--- src/rtl/keystone_coeff_scheduler_if.sv ---
// keystone_coeff_scheduler_if
//   Groups the host configuration strobes, the passive stream monitor taps and the core
//   control outputs of the keystone coefficient scheduler into one bundle.
// Signals
//   cfg_wr_en/cfg_wr_addr/cfg_wr_data  staging register write port (addr 0..8 = H11..H33)
//   commit, enable_req                 host apply request pulse / run level
//   mon_tvalid/tready/tuser/tlast      core input stream taps (observed only)
//   coeff_out                          active H11..H33, H11 in the low word
//   core_enable, core_sw_reset         core clock enable / soft reset
//   pending, applied, stall_err        status
// Modports: master = host/stream side, slave = scheduler.
interface keystone_coeff_scheduler_if #(
  parameter int unsigned DATA_WIDTH = 32
);
  logic                    cfg_wr_en;
  logic [3:0]              cfg_wr_addr;
  logic [DATA_WIDTH-1:0]   cfg_wr_data;
  logic                    commit;
  logic                    enable_req;
  logic                    mon_tvalid;
  logic                    mon_tready;
  logic                    mon_tuser;
  logic                    mon_tlast;
  logic [9*DATA_WIDTH-1:0] coeff_out;
  logic                    core_enable;
  logic                    core_sw_reset;
  logic                    pending;
  logic                    applied;
  logic                    stall_err;

  modport master (
    output cfg_wr_en, cfg_wr_addr, cfg_wr_data, commit, enable_req,
    output mon_tvalid, mon_tready, mon_tuser, mon_tlast,
    input  coeff_out, core_enable, core_sw_reset, pending, applied, stall_err
  );

  modport slave (
    input  cfg_wr_en, cfg_wr_addr, cfg_wr_data, commit, enable_req,
    input  mon_tvalid, mon_tready, mon_tuser, mon_tlast,
    output coeff_out, core_enable, core_sw_reset, pending, applied, stall_err
  );
endinterface

--- src/rtl/keystone_coeff_scheduler.sv ---
// keystone_coeff_scheduler
//   Holds staging copies of the nine homography coefficients and moves them to the active set
//   only at frame boundaries (or whenever the core is not running). Sequences core power-up:
//   timed soft reset, then clock enable. Tracks frame position from the monitored stream and
//   flags a stream that stalls mid-frame.
// Ports
//   i_clock  sole clock
//   i_reset  asynchronous, active-high reset
//   bus      keystone_coeff_scheduler_if.slave (config, monitor taps, core control, status)
module keystone_coeff_scheduler #(
  parameter int unsigned              DATA_WIDTH      = 32,
  parameter int unsigned              LINES_PER_FRAME = 720,
  parameter int unsigned              RESET_CYCLES    = 4,
  parameter int unsigned              IDLE_TIMEOUT    = 1024,
  parameter logic [DATA_WIDTH-1:0]    COEFF_ONE       = 32'h0001_0000
) (
  input logic                        i_clock,
  input logic                        i_reset,
  keystone_coeff_scheduler_if.slave  bus
);

  localparam int unsigned LineW = $clog2(LINES_PER_FRAME + 1);
  localparam int unsigned IdleW = $clog2(IDLE_TIMEOUT + 1);
  localparam int unsigned RstW  = $clog2(RESET_CYCLES + 1);

  typedef enum logic [1:0] {StOff, StResetting, StRun} state_e;

  // Identity homography: ones on the diagonal (H11, H22, H33).
  function automatic logic [DATA_WIDTH-1:0] identity_coeff(input int idx);
    return (idx == 0 || idx == 4 || idx == 8) ? COEFF_ONE : '0;
  endfunction

  logic [DATA_WIDTH-1:0] r_stage [9];
  logic [DATA_WIDTH-1:0] r_coeff [9];
  logic                  r_pending;
  logic                  r_applied;
  logic [LineW-1:0]      r_line_cnt;
  logic [IdleW-1:0]      r_idle_cnt;
  logic                  r_mid_frame;
  logic                  r_stall_err;
  state_e                r_state;
  logic [RstW-1:0]       r_rst_cnt;
  logic                  r_core_enable;
  logic                  r_core_sw_reset;

  logic             w_beat;
  logic [LineW-1:0] w_line_base;
  logic             w_frame_end;
  logic             w_timeout;
  logic             w_apply;

  assign w_beat      = bus.mon_tvalid & bus.mon_tready;
  // tuser resyncs the line count before this beat's tlast is counted.
  assign w_line_base = bus.mon_tuser ? '0 : r_line_cnt;
  assign w_frame_end = w_beat & bus.mon_tlast & (w_line_base == LineW'(LINES_PER_FRAME - 1));
  assign w_timeout   = ~w_beat & r_mid_frame & (r_idle_cnt == IdleW'(IDLE_TIMEOUT - 1));
  // A beat while not mid-frame starts a new frame, which must run on the old set.
  assign w_apply     = r_pending &
                       ((r_state != StRun) | (~r_mid_frame & ~w_beat) | w_frame_end);

  // Staging, active set and commit handshake.
  always_ff @(posedge i_clock or posedge i_reset) begin
    if (i_reset) begin
      for (int i = 0; i < 9; i++) begin
        r_stage[i] <= identity_coeff(i);
        r_coeff[i] <= identity_coeff(i);
      end
      r_pending <= 1'b0;
      r_applied <= 1'b0;
    end else begin
      r_applied <= w_apply;
      if (w_apply) begin
        for (int i = 0; i < 9; i++) r_coeff[i] <= r_stage[i];
        r_pending <= 1'b0;
      end else if (bus.commit) begin
        r_pending <= 1'b1;
      end
      if (bus.cfg_wr_en && (bus.cfg_wr_addr < 4'd9)) begin
        r_stage[bus.cfg_wr_addr] <= bus.cfg_wr_data;
      end
    end
  end

  // Frame position and stall detection.
  always_ff @(posedge i_clock or posedge i_reset) begin
    if (i_reset) begin
      r_line_cnt  <= '0;
      r_idle_cnt  <= '0;
      r_mid_frame <= 1'b0;
      r_stall_err <= 1'b0;
    end else if (w_beat) begin
      r_idle_cnt  <= '0;
      r_mid_frame <= 1'b1;
      if (bus.mon_tlast) begin
        if (w_frame_end) begin
          r_line_cnt  <= '0;
          r_mid_frame <= 1'b0;
        end else begin
          r_line_cnt <= w_line_base + LineW'(1);
        end
      end else begin
        r_line_cnt <= w_line_base;
      end
    end else begin
      if (w_timeout) begin
        r_mid_frame <= 1'b0;
        r_line_cnt  <= '0;
        r_stall_err <= 1'b1;
      end
      if (r_idle_cnt != IdleW'(IDLE_TIMEOUT - 1)) r_idle_cnt <= r_idle_cnt + IdleW'(1);
    end
  end

  // Core power sequencing; dropping enable_req wins over every other transition.
  always_ff @(posedge i_clock or posedge i_reset) begin
    if (i_reset) begin
      r_state         <= StOff;
      r_rst_cnt       <= '0;
      r_core_enable   <= 1'b0;
      r_core_sw_reset <= 1'b1;
    end else if (!bus.enable_req) begin
      r_state         <= StOff;
      r_core_enable   <= 1'b0;
      r_core_sw_reset <= 1'b1;
    end else begin
      case (r_state)
        StOff: begin
          r_state         <= StResetting;
          r_rst_cnt       <= '0;
          r_core_enable   <= 1'b0;
          r_core_sw_reset <= 1'b1;
        end
        StResetting: begin
          if (r_rst_cnt == RstW'(RESET_CYCLES - 1)) begin
            r_state         <= StRun;
            r_core_enable   <= 1'b1;
            r_core_sw_reset <= 1'b0;
          end else begin
            r_rst_cnt <= r_rst_cnt + RstW'(1);
          end
        end
        StRun: begin
          r_core_enable   <= 1'b1;
          r_core_sw_reset <= 1'b0;
        end
        default: begin
          r_state         <= StOff;
          r_core_enable   <= 1'b0;
          r_core_sw_reset <= 1'b1;
        end
      endcase
    end
  end

  for (genvar g = 0; g < 9; g++) begin : g_coeff_out
    assign bus.coeff_out[g*DATA_WIDTH +: DATA_WIDTH] = r_coeff[g];
  end

  assign bus.core_enable   = r_core_enable;
  assign bus.core_sw_reset = r_core_sw_reset;
  assign bus.pending       = r_pending;
  assign bus.applied       = r_applied;
  assign bus.stall_err     = r_stall_err;

endmodule

--- src/flat_wrapper.sv ---
// flat-port wrapper written by rule: the top's interface ports become plain ports
module keystone_coeff_scheduler_flat 
#(
  parameter int unsigned              DATA_WIDTH      = 32,
  parameter int unsigned              LINES_PER_FRAME = 720,
  parameter int unsigned              RESET_CYCLES    = 4,
  parameter int unsigned              IDLE_TIMEOUT    = 1024,
  parameter logic [DATA_WIDTH-1:0]    COEFF_ONE       = 32'h0001_0000
)
  (i_clock, i_reset, bus_cfg_wr_en, bus_cfg_wr_addr, bus_cfg_wr_data, bus_commit, bus_enable_req, bus_mon_tvalid, bus_mon_tready, bus_mon_tuser, bus_mon_tlast, bus_coeff_out, bus_core_enable, bus_core_sw_reset, bus_pending, bus_applied, bus_stall_err);
  keystone_coeff_scheduler_if #(.DATA_WIDTH(DATA_WIDTH)) bus_i ();
  input logic i_clock;
  input logic i_reset;
  input wire logic [$bits(bus_i.cfg_wr_en)-1:0] bus_cfg_wr_en;
  input wire logic [$bits(bus_i.cfg_wr_addr)-1:0] bus_cfg_wr_addr;
  input wire logic [$bits(bus_i.cfg_wr_data)-1:0] bus_cfg_wr_data;
  input wire logic [$bits(bus_i.commit)-1:0] bus_commit;
  input wire logic [$bits(bus_i.enable_req)-1:0] bus_enable_req;
  input wire logic [$bits(bus_i.mon_tvalid)-1:0] bus_mon_tvalid;
  input wire logic [$bits(bus_i.mon_tready)-1:0] bus_mon_tready;
  input wire logic [$bits(bus_i.mon_tuser)-1:0] bus_mon_tuser;
  input wire logic [$bits(bus_i.mon_tlast)-1:0] bus_mon_tlast;
  output wire logic [$bits(bus_i.coeff_out)-1:0] bus_coeff_out;
  output wire logic [$bits(bus_i.core_enable)-1:0] bus_core_enable;
  output wire logic [$bits(bus_i.core_sw_reset)-1:0] bus_core_sw_reset;
  output wire logic [$bits(bus_i.pending)-1:0] bus_pending;
  output wire logic [$bits(bus_i.applied)-1:0] bus_applied;
  output wire logic [$bits(bus_i.stall_err)-1:0] bus_stall_err;
  assign bus_i.cfg_wr_en = bus_cfg_wr_en;
  assign bus_i.cfg_wr_addr = bus_cfg_wr_addr;
  assign bus_i.cfg_wr_data = bus_cfg_wr_data;
  assign bus_i.commit = bus_commit;
  assign bus_i.enable_req = bus_enable_req;
  assign bus_i.mon_tvalid = bus_mon_tvalid;
  assign bus_i.mon_tready = bus_mon_tready;
  assign bus_i.mon_tuser = bus_mon_tuser;
  assign bus_i.mon_tlast = bus_mon_tlast;
  assign bus_coeff_out = bus_i.coeff_out;
  assign bus_core_enable = bus_i.core_enable;
  assign bus_core_sw_reset = bus_i.core_sw_reset;
  assign bus_pending = bus_i.pending;
  assign bus_applied = bus_i.applied;
  assign bus_stall_err = bus_i.stall_err;
  keystone_coeff_scheduler #(.DATA_WIDTH(DATA_WIDTH), .LINES_PER_FRAME(LINES_PER_FRAME), .RESET_CYCLES(RESET_CYCLES), .IDLE_TIMEOUT(IDLE_TIMEOUT), .COEFF_ONE(COEFF_ONE)) u_core (.i_clock(i_clock), .i_reset(i_reset), .bus(bus_i));
endmodule
--- config.mk ---
export PLATFORM = sky130hd
export DESIGN_NAME = keystone_coeff_scheduler_flat
export DESIGN_NICKNAME = d
export VERILOG_FILES = /design/src/rtl/keystone_coeff_scheduler_if.sv /design/src/rtl/keystone_coeff_scheduler.sv /design/src/flat_wrapper.sv
export SDC_FILE = /design/constraint.sdc
export NUM_CORES = 1
export LEC_CHECK = 0
export CAP_MARGIN = 20
export CORE_MARGIN = 8
export CORE_UTILIZATION = 40
export DETAILED_ROUTE_END_ITERATION = 7
export SKIP_LAST_GASP = 1
export SLEW_MARGIN = 25
export SYNTH_ARGS = -nofsm -noshare
export SYNTH_HDL_FRONTEND = slang
export SYNTH_SLANG_ARGS = --single-unit
export TNS_END_PERCENT = 5
--- constraint.sdc ---
create_clock -name i_clock -period 25.3 [get_ports i_clock]
set_input_delay 5.06 -clock i_clock [delete_from_list [all_inputs] [get_ports i_clock]]
set_output_delay 5.06 -clock i_clock [all_outputs]
set_load 0.03 [all_outputs]
==> impl_metrics.tcl, run 1 <==
set metrics [dict create \
    synth.area.top_cells "dfrtp_1 (63%), mux2_2 (17%), mux2_4 (13%), buf_6 (1.2%), dfstp_2 (0.77%)" \
    clk_latency_ns 0.62 \
    fin_area_um2 30200 \
    power.total_uw 3340 \
    synth_xor_area_share_pct 0.0730 \
    num_vias 13000 \
    ir_drop_uv 57.9 \
    dieWidth_um 261 \
    timing.rr.start "u_core.r_line_cnt[1]" \
    cp_slowest_cell "buf_4" \
    arrival_ns 9.71 \
    syn_avg_cell_area_um2 17.0 \
    post_dp_cell_area_um2 28100 \
    yosysTopAreaCell "dfrtp_1" \
    min_to "u_core.bus.coeff_out[62]" \
    maxCapViolations 0 \
    ff2ff_path_depth 9 \
    place_worst_setup_slack_ns 15.45 \
    synth-simple-area-share_pct 2.14 \
    yosysTopAreaCellShare_pct 62.7 \
    netlist_area_um2 24000 \
    final_max_slew_viol_count 0 \
    grt_max_degree 173 \
    hold_start "u_core.r_stage[254]" \
    rsz0062_at_grt "false" \
    sequentialPowerShare_pct 42.5 \
    ff2ff_setup_slack_ns 20.89 \
    slowest_delay_ns 0.90 \
    power_density_nw_per_um2 111 \
    cts_tree "yes" \
    dr.pass1.iters 5 \
    crit_top_cell "buf_4" \
    fin_skew_ns 0.0257 \
    clock_sinks 608 \
    status "complete, no violations" \
    fillers 4968 \
    worstPathRequired_ns 25.78 \
    ff_latch_area_um2 15200 \
    fmax_ghz 0.108 \
    syn_to_final_growth_pct 25.6 \
    grt.overflow.total 0 \
    wl_um 57100 \
    cts_root_buffer "clkbuf_16" \
    synth_cells 1414 \
    viasPerCell 5.00 \
    setup_viol_count_final 0 \
    final_common_cell "dfrtp_1" \
    core_area_um2 59800 \
    fin_tns_setup_ns 0 \
    drt_iter0_drc 685 \
    synth_fa_ha_area_share_pct 0.417 \
    gp_congestion 0.767 \
    yosysWarnings 0 \
    numPortBuffers 337 \
    relSlewSlack_pct 31.3 \
    cts_buffers 61 \
    multi_input_area_um2 8350 \
    finalCritPeriodShare_pct 36.5 \
    worst-setup-path-type "in2reg" \
    dp_hpwl_um 37200 \
    drive_gt1_share_pct 39.4 \
    worstPathMaxFanout 60 \
    final_cell_mix "dfrtp_1 (601), mux2_2 (368), clkdlybuf4s50_1 (337), mux2_4 (209), clkbuf_16 (61)" \
    drc 0 \
    whs_path_depth 1 \
    grt_pass1_vias 14200 \
    ys_types 49 \
    hold_class "reg2reg" \
    p_leak_uw 0.0137 \
    crit_path_cell_trace "clkdlybuf4s50_1, nor2b_1, ha_1, nand4_1, nor4_4, a22oi_2, buf_4, buf_4, buf_4, mux2_2" \
    grt.total_usage_pct 16.8 \
    period_needed_ns 9.23 \
    htreeDepth 2 \
    muxShareOfSynthArea_pct 30.5 \
    antenna_found_initial 2 \
    reg2reg_to "u_core.bus.coeff_out[177]" \
    cts-hold-fix-buffers 0 \
    p_sw_share_pct 31.8 \
    synth_top_family_by_area "multiplexers" \
    ys_ff_latch 608 \
    pin_count 338 \
    tightest_slew_ns 1.03 \
    p_comb_share_pct 31.1 \
    clk_pin_slew_ns 0.06 \
    path_buf_inv 4 \
    synth-edff-count 0 \
    cellInternalPower_uw 2280 \
    die_h_um 261 \
    rows 90 \
    pwr-share-clk_pct 26.4 \
    syn_nets 1467 \
    worstSetupEndpointType "flip-flop" \
    cts_buffer_depth 3 \
    ant_nets 0 \
    ys.flop_type "dfrtp_1" \
    cts_resized 0 \
    initial_core_util_pct 40.1 \
    dieArea_um2 68100 \
    power.net_switching_uw 1060 \
    fin_nets 1822 \
    grt_pass1_wl_um 88800 \
    crit_family "buffers and inverters" \
    start_kind "primary input" \
    synth_compound_area_share_pct 1.52 \
    postLayoutSetupSlackWorst_ns 16.07 \
    async_flop_share_pct 100 \
    finalHoldViolCount 0 \
    wl_per_cell_um 21.9 \
    postCtsSetupRepairBufs 0 \
    yosysSeqAreaShare_pct 63.4 \
]
[registers in the layout (all words and copies together) (netlist names)]
name                      count
u_core.bus.applied            1
u_core.r_stage              288
u_core.r_mid_frame            1
u_core.bus.pending            1
u_core.bus.stall_err          1
u_core.r_idle_cnt            11
u_core.r_state                2
u_core.r_rst_cnt              3
u_core.bus.coeff_out        288
u_core.r_line_cnt            10
u_core.bus.core_enable        1
u_core.bus.core_sw_reset      1
[power groups by stage]
| stage | Clock, uW | Combinational, uW | Sequential (uW) |
|---|---|---|---|
| floorplan | 0 | 349 | 1680 |
| global placement | 0 | 1040 | 1430 |
| detailed placement | 0 | 1050 | 1440 |
| CTS | 914 | 1050 | 1430 |
| global route | 952 | 1090 | 1460 |
| finish | 883 | 1040 | 1420 |
[kinds of logic (layout without fill, tap and decap cells)]
group                    Yosys count  after routing
buffers and inverters             74            477
flip-flops                       608            608
AND/OR/NAND/NOR                   93             93
multiplexers                     580            580
AO/OA/AOI/OAI                     49             49
other                              0              2
XOR/XNOR                           2              2
adder cells (fa/ha/maj)            8              8
[how the worst max path moves through the flow]
stage	start	to	slack (ns)	cells past startpoint
finish	bus_mon_tuser	u_core.bus.coeff_out[177]	16.07	10
CTS	bus_mon_tvalid	u_core.bus.coeff_out[177]	16.09	8
global placement	bus_mon_tvalid	u_core.bus.coeff_out[174]	15.44	8
floorplan	i_reset	u_core.bus.applied	3.23	1
global route	bus_mon_tready	u_core.bus.coeff_out[177]	15.79	8
detailed placement	bus_mon_tvalid	u_core.bus.coeff_out[177]	15.45	8
[cell type report]
| class | instances | share of cell area (%) |
|---|---|---|
| antenna | 2 | 0.0166 |
| clock buffer | 95 | 6.18 |
| clock inverter | 16 | 0.423 |
| inverter | 10 | 0.166 |
| multi-input combinational | 732 | 27.7 |
| sequential | 608 | 50.5 |
| tap | 782 | 3.24 |
| timing repair buffer | 356 | 11.8 |
[layer usage]
layer,up-vias,GRT usage (%),wire (um)
met1,6860,22.4,25200
li1,5780,-,-
met4,2,3.98,1130
met5,-,0,9
met3,71,4.13,3360
met2,284,27.6,27400
[per-stage QoR]
step	hold WS (ns)	util [%]	instances
6_report	0.491	50.4	2601
5_1_grt	0.494	50.4	2599
4_1_cts	0.482	50.4	2598
3_5_place_dp	0.487	47.0	2487
3_3_place_gp	0.476	47.0	2486
2_1_floorplan	0.448	-	1414
[cell usage after synthesis, types with 6 or more instances]
library cell,number
mux2_4,209
nor2_1,19
dfstp_2,7
clkbuf_1,19
o32ai_1,6
dfrtp_1,601
nand3_1,8
a22o_1,6
nor3_1,8
mux2_2,368
buf_2,7
nand2_1,18
buf_1,13
ha_1,8
o21ai_0,11
inv_1,10
buf_6,25
a21oi_1,8
Note: power is estimated with default switching activity, not from simulation.
==> run 2, diff against run 1 <==
clock period = 8.2 ns   (was 25.3 ns; I/O delays follow)
==> impl_metrics.tcl, run 2 (same netlist as run 1, synthesis figures left out) <==
set metrics [dict create \
    status "complete, no violations" \
    clk_pin_slew_ns 0.06 \
    core_area_um2 59800 \
    period_needed_ns 4.67 \
    finalHoldViolCount 0 \
    antenna_found_initial 2 \
    clk_latency_ns 0.59 \
    routed-wl-met3_um 3680 \
    clock_sinks 608 \
    arrival_ns 5.13 \
    grt.overflow.total 0 \
    cts_resized 0 \
    final_cell_mix "dfrtp_1 (601), mux2_2 (368), clkdlybuf4s50_1 (337), mux2_4 (209), clkbuf_16 (68)" \
    dp.cells 2490 \
    finalCritPeriodShare_pct 57.0 \
    final_max_slew_viol_count 0 \
    final_util_pct 50.9 \
    hold_class "reg2reg" \
    gp_congestion 0.757 \
    dieWidth_um 261 \
    wl_um 57400 \
    wl_met2_um 27100 \
    drt_iter0_drc 687 \
    numPortBuffers 337 \
    setup_viol_count_final 0 \
    grt.total_usage_pct 16.9 \
    worstPathRequired_ns 8.66 \
    htreeDepth 3 \
    holdWs_ns 0.489 \
    wl_per_cell_um 22.0 \
    pin_count 338 \
    cts-hold-fix-buffers 0 \
    worstSetupEndpointType "flip-flop" \
    initial_core_util_pct 40.1 \
    top_layer "met5" \
    dieArea_um2 68100 \
    syn_to_final_growth_pct 26.8 \
    fin_tns_setup_ns 0 \
    ant_nets 0 \
    instances_no_fill 2610 \
    dp_hpwl_um 37200 \
    grt_pass1_wl_um 88400 \
    cts_buffer_depth 3 \
    viasPerCell 5.00 \
    drc 0 \
    relSlewSlack_pct 18.3 \
    grt_max_degree 172 \
    dr.pass1.iters 4 \
    cts_buffers 67 \
    fin_skew_ns 0.0180 \
    ir_drop_uv 192 \
    maxCapViolations 0 \
    final_common_cell "dfrtp_1" \
    power.total_uw 10600 \
    fillers 5003 \
    worst-setup-path-type "in2reg" \
    rows 90 \
    fin_nets 1831 \
    drive_gt1_share_pct 39.7 \
    num_vias 13100 \
    tightest_slew_ns 1.23 \
    p_leak_uw 0.0138 \
    power_density_nw_per_um2 349 \
    cts_tree "yes" \
    rsz0062_at_grt "false" \
    worstPathMaxFanout 134 \
    postCtsSetupRepairBufs 0 \
    die_h_um 261 \
    grt_pass1_vias 13900 \
    fmax_ghz 0.214 \
    cts_root_buffer "clkbuf_16" \
    wirelength_met1_um 25600 \
    start_kind "primary input" \
]
run 2: final cells by class:
cell class,instances,area [um^2],area share [%]
inverter,10,41.3,0.136
timing repair buffer,359,3610,11.9
multi-input combinational,732,8340,27.4
tap,782,978,3.21
sequential,608,15200,50.0
clock buffer,98,1990,6.55
clock inverter,20,255,0.838
antenna,1,2.50,0.00822
run 2: where the power goes:
| part | leakage (uW) | total [uW] | switching (uW) | internal, uW |
|---|---|---|---|---|
| Sequential | 0.00749 | 4360 | 535 | 3820 |
| Clock | 0.00112 | 3040 | 1190 | 1850 |
| Combinational | 0.00520 | 3230 | 1600 | 1630 |
run 2: path summary, 6_finish.rpt:
| path | start | end | slack (ns) | cells past startpoint |
|---|---|---|---|---|
| hold / removal | u_core.r_stage[234] | u_core.bus.coeff_out[42] | 0.49 | 1 |
| max in group asynchronous | i_reset | u_core.bus.coeff_out[92] | 4.79 | 5 |
| setup reg to reg | u_core.r_line_cnt[1] | u_core.bus.coeff_out[145] | 4.96 | 8 |
| hold reg to reg | u_core.r_stage[234] | u_core.bus.coeff_out[42] | 0.49 | 1 |
| min in group asynchronous | i_reset | u_core.r_stage[215] | 1.58 | 2 |
| setup / recovery | bus_mon_tuser | u_core.bus.coeff_out[145] | 3.53 | 9 |
run 2: stage by stage:
| step | worst slack [ns] | instance area, um^2 |
|---|---|---|
| after global placement | 3.03 | 28200 |
| after global routing | 3.42 | 30400 |
| after CTS | 3.63 | 30400 |
| after detailed placement | 3.01 | 28200 |
| final | 3.53 | 30400 |
| after floorplan | -1.73 | 24000 |
run 2: routing by layer:
metal / GRT usage, % / vias up
met5: 0 / -
met4: 4.07 / 2
met3: 5.02 / 75
met1: 22.8 / 6911
met2: 26.7 / 270
li1: - / 5794
run 2: worst max-delay path, cell delays in order:
cell and delay, ns:
clkdlybuf4s50_1 0.78, nor2b_1 0.14, ha_1 0.22, nand4_1 0.27, nor4_4 0.07, a22oi_2 0.16, buf_4 0.43, buf_12 0.65
mux2_2 0.42
